<file path="config.mk">
export PLATFORM = sky130hd
export DESIGN_NAME = spi_monarch_flat
export DESIGN_NICKNAME = d
export VERILOG_FILES = /design/src/rtl/spi_monarch_if.sv /design/src/rtl/spi_monarch.sv /design/src/flat_wrapper.sv
export SDC_FILE = /design/constraint.sdc
export NUM_CORES = 1
export LEC_CHECK = 0
export ABC_AREA = 1
export BUFFER_PORTS_ARGS = -buffer_cell sky130_fd_sc_hd__buf_2
export CAP_MARGIN = 5
export CORE_ASPECT_RATIO = 1.25
export CORE_MARGIN = 2
export CORE_UTILIZATION = 52
export CTS_CLUSTER_DIAMETER = 150
export CTS_CLUSTER_SIZE = 28
export DETAILED_ROUTE_END_ITERATION = 16
export PLACE_DENSITY = 0.84
export SLEW_MARGIN = 20
export SYNTH_ARGS = -nofsm -noshare
export SYNTH_HDL_FRONTEND = slang
export SYNTH_SLANG_ARGS = --single-unit
</file>
<file path="constraint.sdc">
create_clock -name clk -period 2.7 [get_ports clk]
set_input_delay 0.135 -clock clk [delete_from_list [all_inputs] [get_ports clk]]
set_output_delay 0.135 -clock clk [all_outputs]
set_load 0.005 [all_outputs]
</file>
<file path="src/rtl/spi_monarch_if.sv">
// Bus between an SPI monarch and the logic that issues its commands.
// The monarch side drives the serial pins and the result.
`timescale 1ns/1ps
interface spi_monarch_if;
    logic        wrt;
    logic [15:0] cmd;
    logic        done;
    logic [15:0] rsp;
    logic        SS_n;
    logic        SCLK;
    logic        MOSI;
    logic        MISO;

    modport master (
        input  wrt, cmd, MISO,
        output done, rsp, SS_n, SCLK, MOSI
    );

    modport slave (
        output wrt, cmd, MISO,
        input  done, rsp, SS_n, SCLK, MOSI
    );
endinterface

</file>
<file path="src/rtl/spi_monarch.sv">
// SPI mode-3 monarch for a 16-bit full-duplex exchange with an inertial sensor.
// SCLK = clk/32, with a front porch before the first fall and a back porch after the last sample.
`timescale 1ns/1ps
module spi_monarch (
    input  logic          clk,
    input  logic          rst_n,
    spi_monarch_if.master bus
);

    typedef enum logic [1:0] {IDLE, FRONT, SHIFT, BACK} state_t;

    localparam logic [4:0] DIV_LOAD = 5'b10111;

    state_t      state_reg, state_next;
    logic [4:0]  sclk_div_reg, sclk_div_next;
    logic [3:0]  bit_cnt_reg, bit_cnt_next;
    logic        sample_reg, sample_next;
    logic [15:0] shft_reg, shft_next;
    logic        ss_n_reg, ss_n_next;
    logic        done_reg, done_next;
    logic        sclk_reg, sclk_next;

    logic div_wrap;
    logic div_rise;

    assign div_wrap = (sclk_div_reg == 5'b11111);
    assign div_rise = (sclk_div_reg == 5'b01111);

    always_comb begin
        state_next   = state_reg;
        shft_next    = shft_reg;
        bit_cnt_next = bit_cnt_reg;
        sample_next  = sample_reg;
        ss_n_next    = ss_n_reg;
        done_next    = done_reg;

        case (state_reg)
            IDLE: begin
                if (bus.wrt) begin
                    shft_next    = bus.cmd;
                    ss_n_next    = 1'b0;
                    done_next    = 1'b0;
                    bit_cnt_next = 4'd0;
                    state_next   = FRONT;
                end
            end
            FRONT: begin
                // The first SCLK fall only opens the window; nothing shifts yet.
                if (div_wrap) begin
                    state_next = SHIFT;
                end
            end
            SHIFT: begin
                if (div_rise) begin
                    sample_next  = bus.MISO;
                    bit_cnt_next = bit_cnt_reg + 4'd1;
                    if (bit_cnt_reg == 4'd15) begin
                        state_next = BACK;
                    end
                end
                if (div_wrap) begin
                    shft_next = {shft_reg[14:0], sample_reg};
                end
            end
            BACK: begin
                if (div_wrap) begin
                    shft_next  = {shft_reg[14:0], sample_reg};
                    ss_n_next  = 1'b1;
                    done_next  = 1'b1;
                    state_next = IDLE;
                end
            end
            default: begin
                state_next = IDLE;
            end
        endcase

        // Divider is parked at its load value whenever the bus is idle or just going idle.
        if (state_reg == IDLE || state_next == IDLE) begin
            sclk_div_next = DIV_LOAD;
        end else begin
            sclk_div_next = sclk_div_reg + 5'd1;
        end

        sclk_next = 1'b1;
        if (state_next == FRONT || state_next == SHIFT) begin
            sclk_next = sclk_div_next[4];
        end
    end

    always_ff @(posedge clk or negedge rst_n) begin
        if (!rst_n) begin
            state_reg    <= IDLE;
            sclk_div_reg <= DIV_LOAD;
            bit_cnt_reg  <= 4'd0;
            sample_reg   <= 1'b0;
            shft_reg     <= 16'h0000;
            ss_n_reg     <= 1'b1;
            done_reg     <= 1'b0;
            sclk_reg     <= 1'b1;
        end else begin
            state_reg    <= state_next;
            sclk_div_reg <= sclk_div_next;
            bit_cnt_reg  <= bit_cnt_next;
            sample_reg   <= sample_next;
            shft_reg     <= shft_next;
            ss_n_reg     <= ss_n_next;
            done_reg     <= done_next;
            sclk_reg     <= sclk_next;
        end
    end

    assign bus.SS_n = ss_n_reg;
    assign bus.SCLK = sclk_reg;
    assign bus.MOSI = shft_reg[15];
    assign bus.done = done_reg;
    assign bus.rsp  = shft_reg;

endmodule

</file>
<file path="src/flat_wrapper.sv">
// flat-port wrapper written by rule: the top's interface ports become plain ports
module spi_monarch_flat 
  (clk, rst_n, bus_wrt, bus_cmd, bus_MISO, bus_done, bus_rsp, bus_SS_n, bus_SCLK, bus_MOSI);
  spi_monarch_if bus_i ();
  input  logic clk;
  input  logic rst_n;
  input wire logic [$bits(bus_i.wrt)-1:0] bus_wrt;
  input wire logic [$bits(bus_i.cmd)-1:0] bus_cmd;
  input wire logic [$bits(bus_i.MISO)-1:0] bus_MISO;
  output wire logic [$bits(bus_i.done)-1:0] bus_done;
  output wire logic [$bits(bus_i.rsp)-1:0] bus_rsp;
  output wire logic [$bits(bus_i.SS_n)-1:0] bus_SS_n;
  output wire logic [$bits(bus_i.SCLK)-1:0] bus_SCLK;
  output wire logic [$bits(bus_i.MOSI)-1:0] bus_MOSI;
  assign bus_i.wrt = bus_wrt;
  assign bus_i.cmd = bus_cmd;
  assign bus_i.MISO = bus_MISO;
  assign bus_done = bus_i.done;
  assign bus_rsp = bus_i.rsp;
  assign bus_SS_n = bus_i.SS_n;
  assign bus_SCLK = bus_i.SCLK;
  assign bus_MOSI = bus_i.MOSI;
  spi_monarch u_core (.clk(clk), .rst_n(rst_n), .bus(bus_i));
endmodule
</file>
After elaboration in Yosys (flattened, before gate mapping):

Cells that the tools add are included.

* register bits: 31
* input port bits: 20
* output and inout bits: 20
* word-level logic and storage cells: 51

* $add $sub $neg: 2
* equality and inequality tests: 12
* multiplexer cells: 17
* reduce and logical (&&, ||, !) cells: 12

Operators by type and width (count)
* two-way mux 16 bit: 2
* case mux 16 bit (2 select lines): 1
* two-way mux 2 bit: 5
* AND reduction 3 bit: 3
* two-way mux 4 bit: 2
* case mux 2 bit (4 select lines): 1
* case mux 4 bit (2 select lines): 1
* == test 2 bit (second input constant): 3
* != test 2 x 1 -> 1 bit (second input constant): 3
* nonzero test 2 bit: 3
* adder 5 x 1 -> 5 bit (second input constant): 1
* == test 5 x 4 -> 1 bit (second input constant): 1
* == test 5 bit (second input constant): 1
* two-way mux 5 bit: 1
* adder 4 x 1 -> 4 bit (second input constant): 1
* == test 2 x 1 -> 1 bit (second input constant): 2
* == test 4 bit (second input constant): 1
* logical NOT 2 bit: 2
* two-way mux 1 bit: 3
* logical OR 1 bit: 2
* != test 2 bit (second input constant): 1
* case mux 1 bit (2 select lines): 1
* AND reduction 2 bit: 1
* OR reduction 2 bit: 1

Depth between registers and ports, before layout:

Gate-level depths: netlist of the first run.

* depth after elaboration: 8
* depth in mapped cells: 11
* mapped depth without buffers: 11

Least setup slack after synthesis of the first run:

Ideal clock, no wire load.

* path kind: register -> register
* start: register u_core.sclk_div_reg[0]
* end: register u_core.sclk_div_reg[3]
* setup time: 0.077 ns
* arrival time: 1.982 ns
* required time: 2.623 ns
* setup slack: 0.640 ns
* cell stages (with the launch flop): 12
* path buffers: 0
* clock period less this slack: 2.060 ns
* path through: dfstp_2 > ha_1 > nand2_1 > nor2_1 > ha_1 > nand3_2 > nor2_1 > nor2_1 > ha_1 > nor2_1 > o21ai_0 > a21oi_1

* longest elaborated chain between the ends: 6
* elaborated cells between the ends (all ways): 10
* classes of those cells: 1 x add/sub; 2 x eq/ne; 5 x mux; 2 x reduce/logical

Ends and longest elaborated chain
* from (decl): line spi_monarch.sv:15 `logic [4:0] sclk_div_reg, sclk_div_next;`
* from (signal assigned): line spi_monarch.sv:103 `sclk_div_reg <= sclk_div_next;`
* == test 5 bit or == test 5 x 4 -> 1 bit (tied branches): line spi_monarch.sv:26, spi_monarch.sv:27
* two-way mux 2 bit (on tied branches): line spi_monarch.sv:66, spi_monarch.sv:49, spi_monarch.sv:54
* case mux 2 bit (4 select lines): line spi_monarch.sv:37 `case (state_reg)`
* logical NOT 2 bit: line spi_monarch.sv:79 `if (state_reg == IDLE || state_next == IDLE) begin`
* logical OR 1 bit: line spi_monarch.sv:79
* two-way mux 5 bit (*): line spi_monarch.sv:79
* via u_core.sclk_div_next[3]: line spi_monarch.sv:15

Mark *: on every way through the listed nets, which the timed path passes. The rest lies on a longest branch.
A chain may end at the register's enable or synchronous reset.

Worst setup path after layout of the first run:

Same ends and word-level chain as after synthesis.

==> results of run 1 <==
area by class of cell:
class,instances,share of cell area
clock buffers,8,0.0384
inverters,23,0.0482
multi-input cells,123,0.337
flip-flops and latches,31,0.437
well taps,36,0.0251
repair buffers,40,0.115
placed cells by master, fill, tap and decap left out, types with 5 or more instances in the layout:
| cell | synthesis | routed |
|---|---|---|
| nand3_1 | 11 | 11 |
| dfstp_2 | 6 | 6 |
| o21ai_0 | 27 | 27 |
| ha_1 | 5 | 5 |
| nor2_1 | 12 | 12 |
| inv_1 | 22 | 22 |
| nand2_1 | 56 | 56 |
| clkbuf_4 | 0 | 5 |
| buf_2 | 1 | 39 |
| dfrtp_1 | 25 | 25 |
synthesized netlist by cell type, drive strengths merged:
library cell / instances
o21a: 2
nand2: 58
a31oi: 1
ha: 5
inv: 23
buf: 8
a21oi: 3
nand3: 12
nor2: 14
o21ai: 28
dfrtp: 25
dfstp: 6
layer usage:
layer  share of wire  global-route usage  vias up
met1            0.44               0.228      587
met4           0.024              0.0962        0
li1                -                   -      662
met2            0.47               0.317       43
met3           0.069              0.0714       11
met5               0                   0        -
through the flow:
| stage | total power, uW | util |
|---|---|---|
| 6_report | 797 | 0.620 |
| 5_1_grt | 839 | 0.620 |
| 4_1_cts | 815 | 0.620 |
| 3_5_place_dp | 502 | 0.593 |
| 3_3_place_gp | 501 | 0.593 |
| 2_1_floorplan | 478 | - |
worst max-delay path, stage by stage (launching register included):
cell	delay [ns]
dfstp_2	0.56
ha_1	0.17
nand2_1	0.07
nor2_1	0.15
ha_1	0.21
nand3_2	0.16
nor2_1	0.14
nor2_1	0.07
ha_1	0.20
nor2_1	0.28
o21ai_0	0.14
a21oi_1	0.12
worst paths after layout:
check | end | slack (ns) | cells after the start
min reg2reg | u_core.bus.SS_n$_DFFE_PN1P_ | 0.46 | 2
max | u_core.sclk_div_reg[3]$_DFF_PN0_ | 0.37 | 11
min in group asynchronous | u_core.state_reg[1]$_DFF_PN0_ | 0.37 | 2
max in group asynchronous | u_core.bit_cnt_reg[0]$_DFFE_PN0P_ | 1.89 | 2
min | u_core.sample_reg$_DFFE_PN0P_ | 0.06 | 3
max reg2reg | u_core.sclk_div_reg[3]$_DFF_PN0_ | 0.37 | 11
cells by family (layout without fill, tap and decap cells):
group | count (synthesis) | count (layout) | synth area share
AO/OA/AOI/OAI | 34 | 34 | 0.116
flip-flops | 31 | 31 | 0.506
buffers and inverters | 31 | 71 | 0.105
adder cells (fa/ha/maj) | 5 | 5 | 0.0404
AND/OR/NAND/NOR | 84 | 84 | 0.233
where the power goes:
| part | internal [uW] | switching (uW) | total [uW] |
|---|---|---|---|
| clock | 153 | 151 | 304 |
| sequential | 466 | 0.826 | 467 |
| combinational | 12.0 | 14.8 | 26.8 |
==> results.cfg, run 1 <==
[sta]
hold_slack_ns = 0.0633
tns_ns = 0
hold_viol = 0
setup_violations = 0
skew_ns = 0.0102
finalCritPeriodShare = 0.861
slew_headroom = 0.549
min_period_ns = 2.33
rsz0062_at_grt = no
max_freq_mhz = 430
tightestPinTransition_ns = 0.676
drv_slew = 0
setup_ws_ns = 0.375

[synth]
syn_area_um2 = 1550
synth_area_leaders = dfrtp_1 40%, nand2_1 14%, dfstp_2 10%, o21ai_0 8.7%, inv_1 5.3%
syn_area_per_cell_um2 = 8.37
synth_nets = 210
synth_seq_cells = 31
yosysSeqAreaShare = 0.506
ys_types = 21
yosysTopAreaCell = dfrtp_1
syn-instance-count = 185
synth.top_cell.area_share = 0.404
ys_warn_count = 0

[finish]
nFillCells = 270
drive_gt1_frac = 0.262
regArea_um2 = 783
antenna_cells = 0
fin_nets = 249
multi_input_area_um2 = 603
fin_area_um2 = 1790
stdcell_count = 261
largest_reg_flops = 16
syn2layout_area_growth_pct = 15.7

[grt]
overflow = 0
track_usage = 0.197
grt_first_pass_wirelength_mm = 4.77
grt_antenna_before_repair = 0
grt_start_max_net_pins = 32
grt_pass1_vias = 1122

[routing]
firstDrtPassIters = 4
initialDrtViolationCount = 19
routed_wl_mm = 2.88
vias = 1303
routed_via_density = 4.99
routedWlPerCell_um = 11.0
post-route-drc-count = 0
ant_nets = 0

[placement]
dp_hpwl_mm = 2.02
dpl_cell_area_um2 = 1710
dp_slack_ns = 0.377
dp.cells = 252
io_buffers = 39
place.gp.congestion = 0.873

[clocking]
hold_buffers = 1
post_cts_resized = 0
cts_buffer_depth = 2
postCtsSetupBuffers = 0
cts_tree = done
root_buffer = clkbuf_4
path_clk_slew_ns = 0.09
numCtsBuffers = 5
cts.sinks = 31
clock_latency_ns = 0.33
htreeDepth = 2

[power]
powerDensity_nw_per_um2 = 445
leakage_uw = 0.000895
ir_worst_vdd_uv = 303

[flow_run]
cap_violations = 0

[floorplanning]
core_region_area_um2 = 2890
die-width_um = 52.8
die_h_um = 65.0
die_area_um2 = 3430
rows = 22
boundaryPins = 40
start_util = 0.536

[setup_path]
cp_max_fo = 8
reg2reg_from = u_core.sclk_div_reg[0]$_DFF_PN1_
critPathCaptureType = flop
startpoint_type = flop
startpoint = u_core.sclk_div_reg[0]$_DFF_PN1_
cp.arrival_ns = 2.59
required_ns = 2.96
critPathKind = reg2reg

[worst_hold_path]
min_path_type = in2reg
hp-start = bus_MISO

[run_status]
outcome = completed
No activity file was read; power rests on OpenSTA's default activity.
==> run 2, diff against run 1 <==
--- a/config.mk
+++ b/config.mk
@@ -10,11 +10,12 @@
 export CAP_MARGIN = 5
 export CORE_ASPECT_RATIO = 1.25
 export CORE_MARGIN = 2
-export CORE_UTILIZATION = 52
+export CORE_UTILIZATION = 56
 export CTS_CLUSTER_DIAMETER = 150
 export CTS_CLUSTER_SIZE = 28
 export DETAILED_ROUTE_END_ITERATION = 16
-export PLACE_DENSITY = 0.84
+export PLACE_DENSITY = 0.89
+export SKIP_LAST_GASP = 1
 export SLEW_MARGIN = 20
 export SYNTH_ARGS = -nofsm -noshare
 export SYNTH_HDL_FRONTEND = slang
==> constraint.sdc (replaced) <==
create_clock -name clk -period 3 [get_ports clk]
set_input_delay 0.15 -clock clk [delete_from_list [all_inputs] [get_ports clk]]
set_output_delay 0.15 -clock clk [all_outputs]
set_load 0.005 [all_outputs]
==> results.cfg, run 2 (synthesis results as in run 1) <==
[power]
clkPwrFrac = 0.358
ir_worst_vdd_uv = 276
p_comb_frac = 0.034
intPower_uw = 544
leakage_uw = 0.000892
switching_share = 0.214
powerDensity_nw_per_um2 = 388
power_frac_seq = 0.608
switchingPower_uw = 148

[clocking]
cts_buffer_depth = 2
postCtsSetupBuffers = 0
path_clk_slew_ns = 0.09
cts_tree = done
root_buffer = clkbuf_4
clock_latency_ns = 0.33
cts.sinks = 31
htreeDepth = 2
numCtsBuffers = 5

[finish]
antenna_cells = 0
mostFrequentLayoutCells = 56 x nand2_1, 39 x buf_2, 27 x o21ai_0
largest_reg_flops = 16
stdcell_count = 259
drive_gt1_frac = 0.262
syn2layout_area_growth_pct = 14.9
fin_nets = 249
layout_commonest_cell = nand2_1

[sta]
skew_ns = 0.0132
slew_headroom = 0.565
drv_slew = 0
tns_ns = 0
hold_viol = 0
finalCritPeriodShare = 0.796
rsz0062_at_grt = no
max_freq_mhz = 419
tightestPinTransition_ns = 0.653
setup_violations = 0
min_period_ns = 2.39

[routing]
vias = 1308
firstDrtPassIters = 4
wl_met3_um = 185
initialDrtViolationCount = 20
ant_nets = 0
routed_via_density = 5.05
routedWlPerCell_um = 11.5
routed_wl_mm = 2.98
wl_met2_mm = 1.50
drt-met1-wl_mm = 1.22
post-route-drc-count = 0
top_layer = met4

[floorplanning]
boundaryPins = 40
die_h_um = 62.8
start_util = 0.584
rows = 21
core_region_area_um2 = 2650
die_area_um2 = 3210
die-width_um = 51.0

[setup_path]
path_buf_inv = 0
startpoint_type = flop
path_delay_family = simple AND/OR/NAND/NOR gates
slowest_stage = dfstp_2
cp_slowest_stage_delay_ns = 0.55
critPathCaptureType = flop
cp_max_fo = 8
crit_path_cell_trace = ha_1 -> nand2_1 -> nor2_1 -> ha_1 -> nand3_2 -> nor2_1 -> nor2_1 -> ha_1 -> nor2_1 -> o21ai_0 -> a21oi_1
cp.arrival_ns = 2.64
startpoint = u_core.sclk_div_reg[0]$_DFF_PN1_
reg2reg_from = u_core.sclk_div_reg[0]$_DFF_PN1_
critPathKind = reg2reg
required_ns = 3.25
crit_top_cell = nor2_1

[grt]
grt_antenna_before_repair = 0
grt_pass1_vias = 1309
grt_start_max_net_pins = 32
grt_first_pass_wirelength_mm = 5.14
track_usage = 0.215
overflow = 0

[run_status]
outcome = completed

[placement]
io_buffers = 39
dp.cells = 250
dp_hpwl_mm = 2.12
place.gp.congestion = 0.847

[worst_hold_path]
hp-start = bus_MISO
min_path_type = in2reg

[flow_run]
cap_violations = 0
==> run 2: cell count changes in the layout (fill, tap and decap cells not counted) <==
cell	previous run	this run
clkbuf_8	2	1
clkinv_2	0	1
==> run 2: path summary, 6_finish.rpt <==
| check | cells after the start | slack [ns] | to |
|---|---|---|---|
| max in group asynchronous | 2 | 2.19 | u_core.sclk_div_reg[3]$_DFF_PN0_ |
| min reg2reg | 2 | 0.47 | u_core.bus.SS_n$_DFFE_PN1P_ |
| min in group asynchronous | 2 | 0.38 | u_core.bus.rsp[11]$_DFFE_PN0P_ |
| max | 11 | 0.61 | u_core.sclk_div_reg[3]$_DFF_PN0_ |
| min | 3 | 0.07 | u_core.sample_reg$_DFFE_PN0P_ |
| max reg2reg | 11 | 0.61 | u_core.sclk_div_reg[3]$_DFF_PN0_ |
==> run 2: metal layers <==
metal,track usage,up-vias
met5,0,-
met4,0.125,0
met3,0.0598,9
met2,0.362,48
met1,0.236,591
li1,-,660
==> run 2: per-stage QoR <==
step	area (um^2)	util	total power, uW	hold slack, ns	worst slack (ns)
after floorplan	1550	-	430	-0.146	0.940
after global placement	1710	0.645	451	0.216	0.780
after detailed placement	1710	0.645	451	0.216	0.658
after CTS	1780	0.671	702	0.0604	0.612
after global routing	1780	0.671	725	0.0729	0.346
final	1780	0.671	691	0.0742	0.612
==> run 2: power groups by stage <==
| stage | clock network (uW) | logic, uW | registers [uW] |
|---|---|---|---|
| after CTS | 258 | 24.5 | 420 |
| after global placement | 0 | 23.0 | 428 |
| final | 247 | 23.6 | 420 |
| after global routing | 277 | 27.3 | 420 |
| after floorplan | 0 | 2.03 | 428 |
| after detailed placement | 0 | 23.2 | 428 |
==> run 2: worst reg2reg max path: cells and delay by family, from the launching register on <==
kind	cells	cell delay [ns]
AND/OR/NAND/NOR	6	0.91
AO/OA/AOI/OAI	2	0.28
adder cells (fa/ha/maj)	3	0.57
flip-flops	1	0.55
==> run 2: repair_timing <==
item	4_1_cts	5_1_grt
hold buffers	1	0
resized for setup	0	0
hold endpoints to repair	25	0
setup endpoints to repair	0	0
==> run 2: cell type report <==
class                           instances  area, um^2
Timing Repair Buffer                   40         205
Inverter                               23        86.3
Sequential cell                        31         783
Clock buffer                            7        55.1
Fill cell                             242         873
Multi-Input combinational cell        123         603
Clock inverter                          1        5.00
Tap cell                               34        42.5
==> run 3, diff against run 2 <==
--- a/config.mk
+++ b/config.mk
@@ -5,16 +5,16 @@
 export SDC_FILE = /design/constraint.sdc
 export NUM_CORES = 1
 export LEC_CHECK = 0
-export ABC_AREA = 1
+export ABC_AREA = 0
 export BUFFER_PORTS_ARGS = -buffer_cell sky130_fd_sc_hd__buf_2
 export CAP_MARGIN = 5
 export CORE_ASPECT_RATIO = 1.25
 export CORE_MARGIN = 2
-export CORE_UTILIZATION = 56
+export CORE_UTILIZATION = 52
 export CTS_CLUSTER_DIAMETER = 150
 export CTS_CLUSTER_SIZE = 28
 export DETAILED_ROUTE_END_ITERATION = 16
-export PLACE_DENSITY = 0.89
+export PLACE_DENSITY = 0.83
 export SKIP_LAST_GASP = 1
 export SLEW_MARGIN = 20
 export SYNTH_ARGS = -nofsm -noshare
==> constraint.sdc (replaced) <==
create_clock -name clk -period 2.4 [get_ports clk]
set_input_delay 0.12 -clock clk [delete_from_list [all_inputs] [get_ports clk]]
set_output_delay 0.12 -clock clk [all_outputs]
set_load 0.005 [all_outputs]
==> results.cfg, run 3 <==
[run_status]
outcome = completed

[routing]
routed_via_density = 5.39
routed_wl_mm = 2.91
routedWlPerCell_um = 14.5
ant_nets = 0
initialDrtViolationCount = 17
post-route-drc-count = 0
vias = 1084
firstDrtPassIters = 4

[setup_path]
critPathCaptureType = flop
cp_max_fo = 5
startpoint_type = flop
required_ns = 2.65
cp.arrival_ns = 2.48
critPathKind = reg2reg

[grt]
grt_pass1_vias = 1177
track_usage = 0.204
overflow = 0
grt_first_pass_wirelength_mm = 5.10
grt_start_max_net_pins = 32
grt_antenna_before_repair = 0

[floorplanning]
die_h_um = 66.3
die-width_um = 53.8
start_util = 0.548
rows = 22
die_area_um2 = 3570
core_region_area_um2 = 2950
boundaryPins = 40

[power]
powerDensity_nw_per_um2 = 455
ir_worst_vdd_uv = 321
p_total_uw = 854
leakage_uw = 0.00102

[clocking]
cts_buffer_depth = 2
root_buffer = clkbuf_4
numCtsBuffers = 5
clock_latency_ns = 0.32
htreeDepth = 2
path_clk_slew_ns = 0.09
postCtsSetupBuffers = 0
cts_tree = done
cts.sinks = 31

[synth]
synth_async_sr_flop_share = 1.00
yosysSeqAreaShare = 0.486
ys.flop_type = dfrtp_1
synth.top_cell.area_share = 0.388
yosys.cell_count.top_type = dfrtp_1
synth_edf_count = 0
ys_types = 37
ys_warn_count = 0
syn-instance-count = 121
synth_area_leaders = dfrtp_1 39%, mux2_2 15%, dfstp_2 9.8%, mux2_4 9.3%, ha_1 3.9%
yosysTopAreaCell = dfrtp_1
synth_seq_cells = 31
yosys-top-cells-count = 25 x dfrtp_1, 22 x mux2_2, 10 x mux2_4
syn_area_per_cell_um2 = 13.3
synth_nets = 146
syn_area_um2 = 1610

[finish]
utilization = 0.637
mostFrequentLayoutCells = 39 x buf_2, 25 x dfrtp_1, 22 x mux2_2
syn2layout_area_growth_pct = 16.4
largest_reg_flops = 16
fin_area_um2 = 1880
fin_nets = 190
drive_gt1_frac = 0.545
antenna_cells = 0
layout_commonest_cell = buf_2

[placement]
place.gp.congestion = 0.908
io_buffers = 39
dp_hpwl_mm = 2.18
dpl_cell_area_um2 = 1810

[sta]
tns_ns = 0
skew_ns = 0.0125
hold_viol = 0
max_freq_mhz = 448
drv_slew = 0
tightestPinTransition_ns = 0.664
min_period_ns = 2.23
finalCritPeriodShare = 0.930
slew_headroom = 0.558
rsz0062_at_grt = no
setup_violations = 0

[flow_run]
cap_violations = 0

[worst_hold_path]
min_path_type = in2reg
[run 3: cell types whose count changed after synthesis, sizes merged, moves of 2 or more]
cell	previous run	this run
nand3	12	2
o21ai	28	2
nor2	14	6
a22oi	0	2
a22o	0	3
inv	23	4
buf	8	5
and2	0	2
nand2	58	6
o21a	2	0
xnor2	0	2
mux2	0	33
[run 3: timing repair]
item | 4_1_cts | 5_1_grt
hold endpoints to repair | 25 | 0
endpoints found under the setup margin | 0 | 5
resized for setup | 0 | 1
hold buffers | 1 | 0
[run 3: final cells by class]
class / count / area, um^2
clock inverters: 1 / 5.00
clock buffers: 6 / 51.3
well taps: 36 / 45.0
multi-input cells: 80 / 749
inverters: 4 / 15.0
flip-flops and latches: 31 / 783
fillers: 228 / 1070
repair buffers: 43 / 228
[run 3: power breakdown]
| part | leakage [uW] | switching (uW) | internal (uW) |
|---|---|---|---|
| clock network | 0.0000341 | 161 | 135 |
| registers | 0.000387 | 1.07 | 524 |
| logic | 0.000598 | 16.6 | 15.8 |
[run 3: path summary, 6_finish.rpt]
| check | slack (ns) | from | end | cells past startpoint |
|---|---|---|---|---|
| setup reg to reg | 0.17 | u_core.sclk_div_reg[0]$_DFF_PN1_ | u_core.sclk_div_reg[1]$_DFF_PN1_ | 7 |
| min in group asynchronous | 0.36 | rst_n | u_core.bus.rsp[5]$_DFFE_PN0P_ | 2 |
| max in group asynchronous | 1.61 | rst_n | u_core.state_reg[0]$_DFF_PN0_ | 2 |
| hold reg to reg | 0.48 | u_core.sclk_div_reg[0]$_DFF_PN1_ | u_core.sclk_div_reg[0]$_DFF_PN1_ | 1 |
| setup / recovery | 0.17 | u_core.sclk_div_reg[0]$_DFF_PN1_ | u_core.sclk_div_reg[1]$_DFF_PN1_ | 7 |
| hold / removal | 0.03 | bus_MISO | u_core.sample_reg$_DFFE_PN0P_ | 2 |
[run 3: kinds of logic (layout without fill, tap and decap cells)]
logic type	after synthesis	after routing	share of synthesized area
muxes	34	34	0.260
DFF	31	31	0.486
adders and majority gates	5	5	0.0388
xor gates and xnor gates	3	3	0.0163
AOI/OAI and AO/OA	15	15	0.0753
buffers and inverters	10	54	0.0496
and+or+nand+nor	23	23	0.0745
[run 3: per-stage QoR]
stage               instances  worst slack, ns  hold WS [ns]
detailed placement        193            0.153         0.195
global placement          193            0.247         0.182
floorplan                 121            0.302        -0.176
CTS                       201            0.135        0.0103
finish                    201            0.167        0.0273
global route              201           0.0249      0.000851
[run 3: metal layers]
layer	part of all wire	wire length (um)	vias to the layer above	GRT usage
met3	0.053	153	7	0.0679
met2	0.52	1520	31	0.340
met1	0.41	1180	528	0.235
met5	0	0	-	0
met4	0.020	57	0	0.0769
li1	-	-	518	-
[run 3: critical path, stage by stage, from the launching register on]
cell and delay (ns):
dfstp_2 0.55, ha_1 0.18, and3_1 0.20, ha_1 0.25, nand3b_1 0.14, o22a_1 0.24, ha_1 0.22, or3_1 0.37
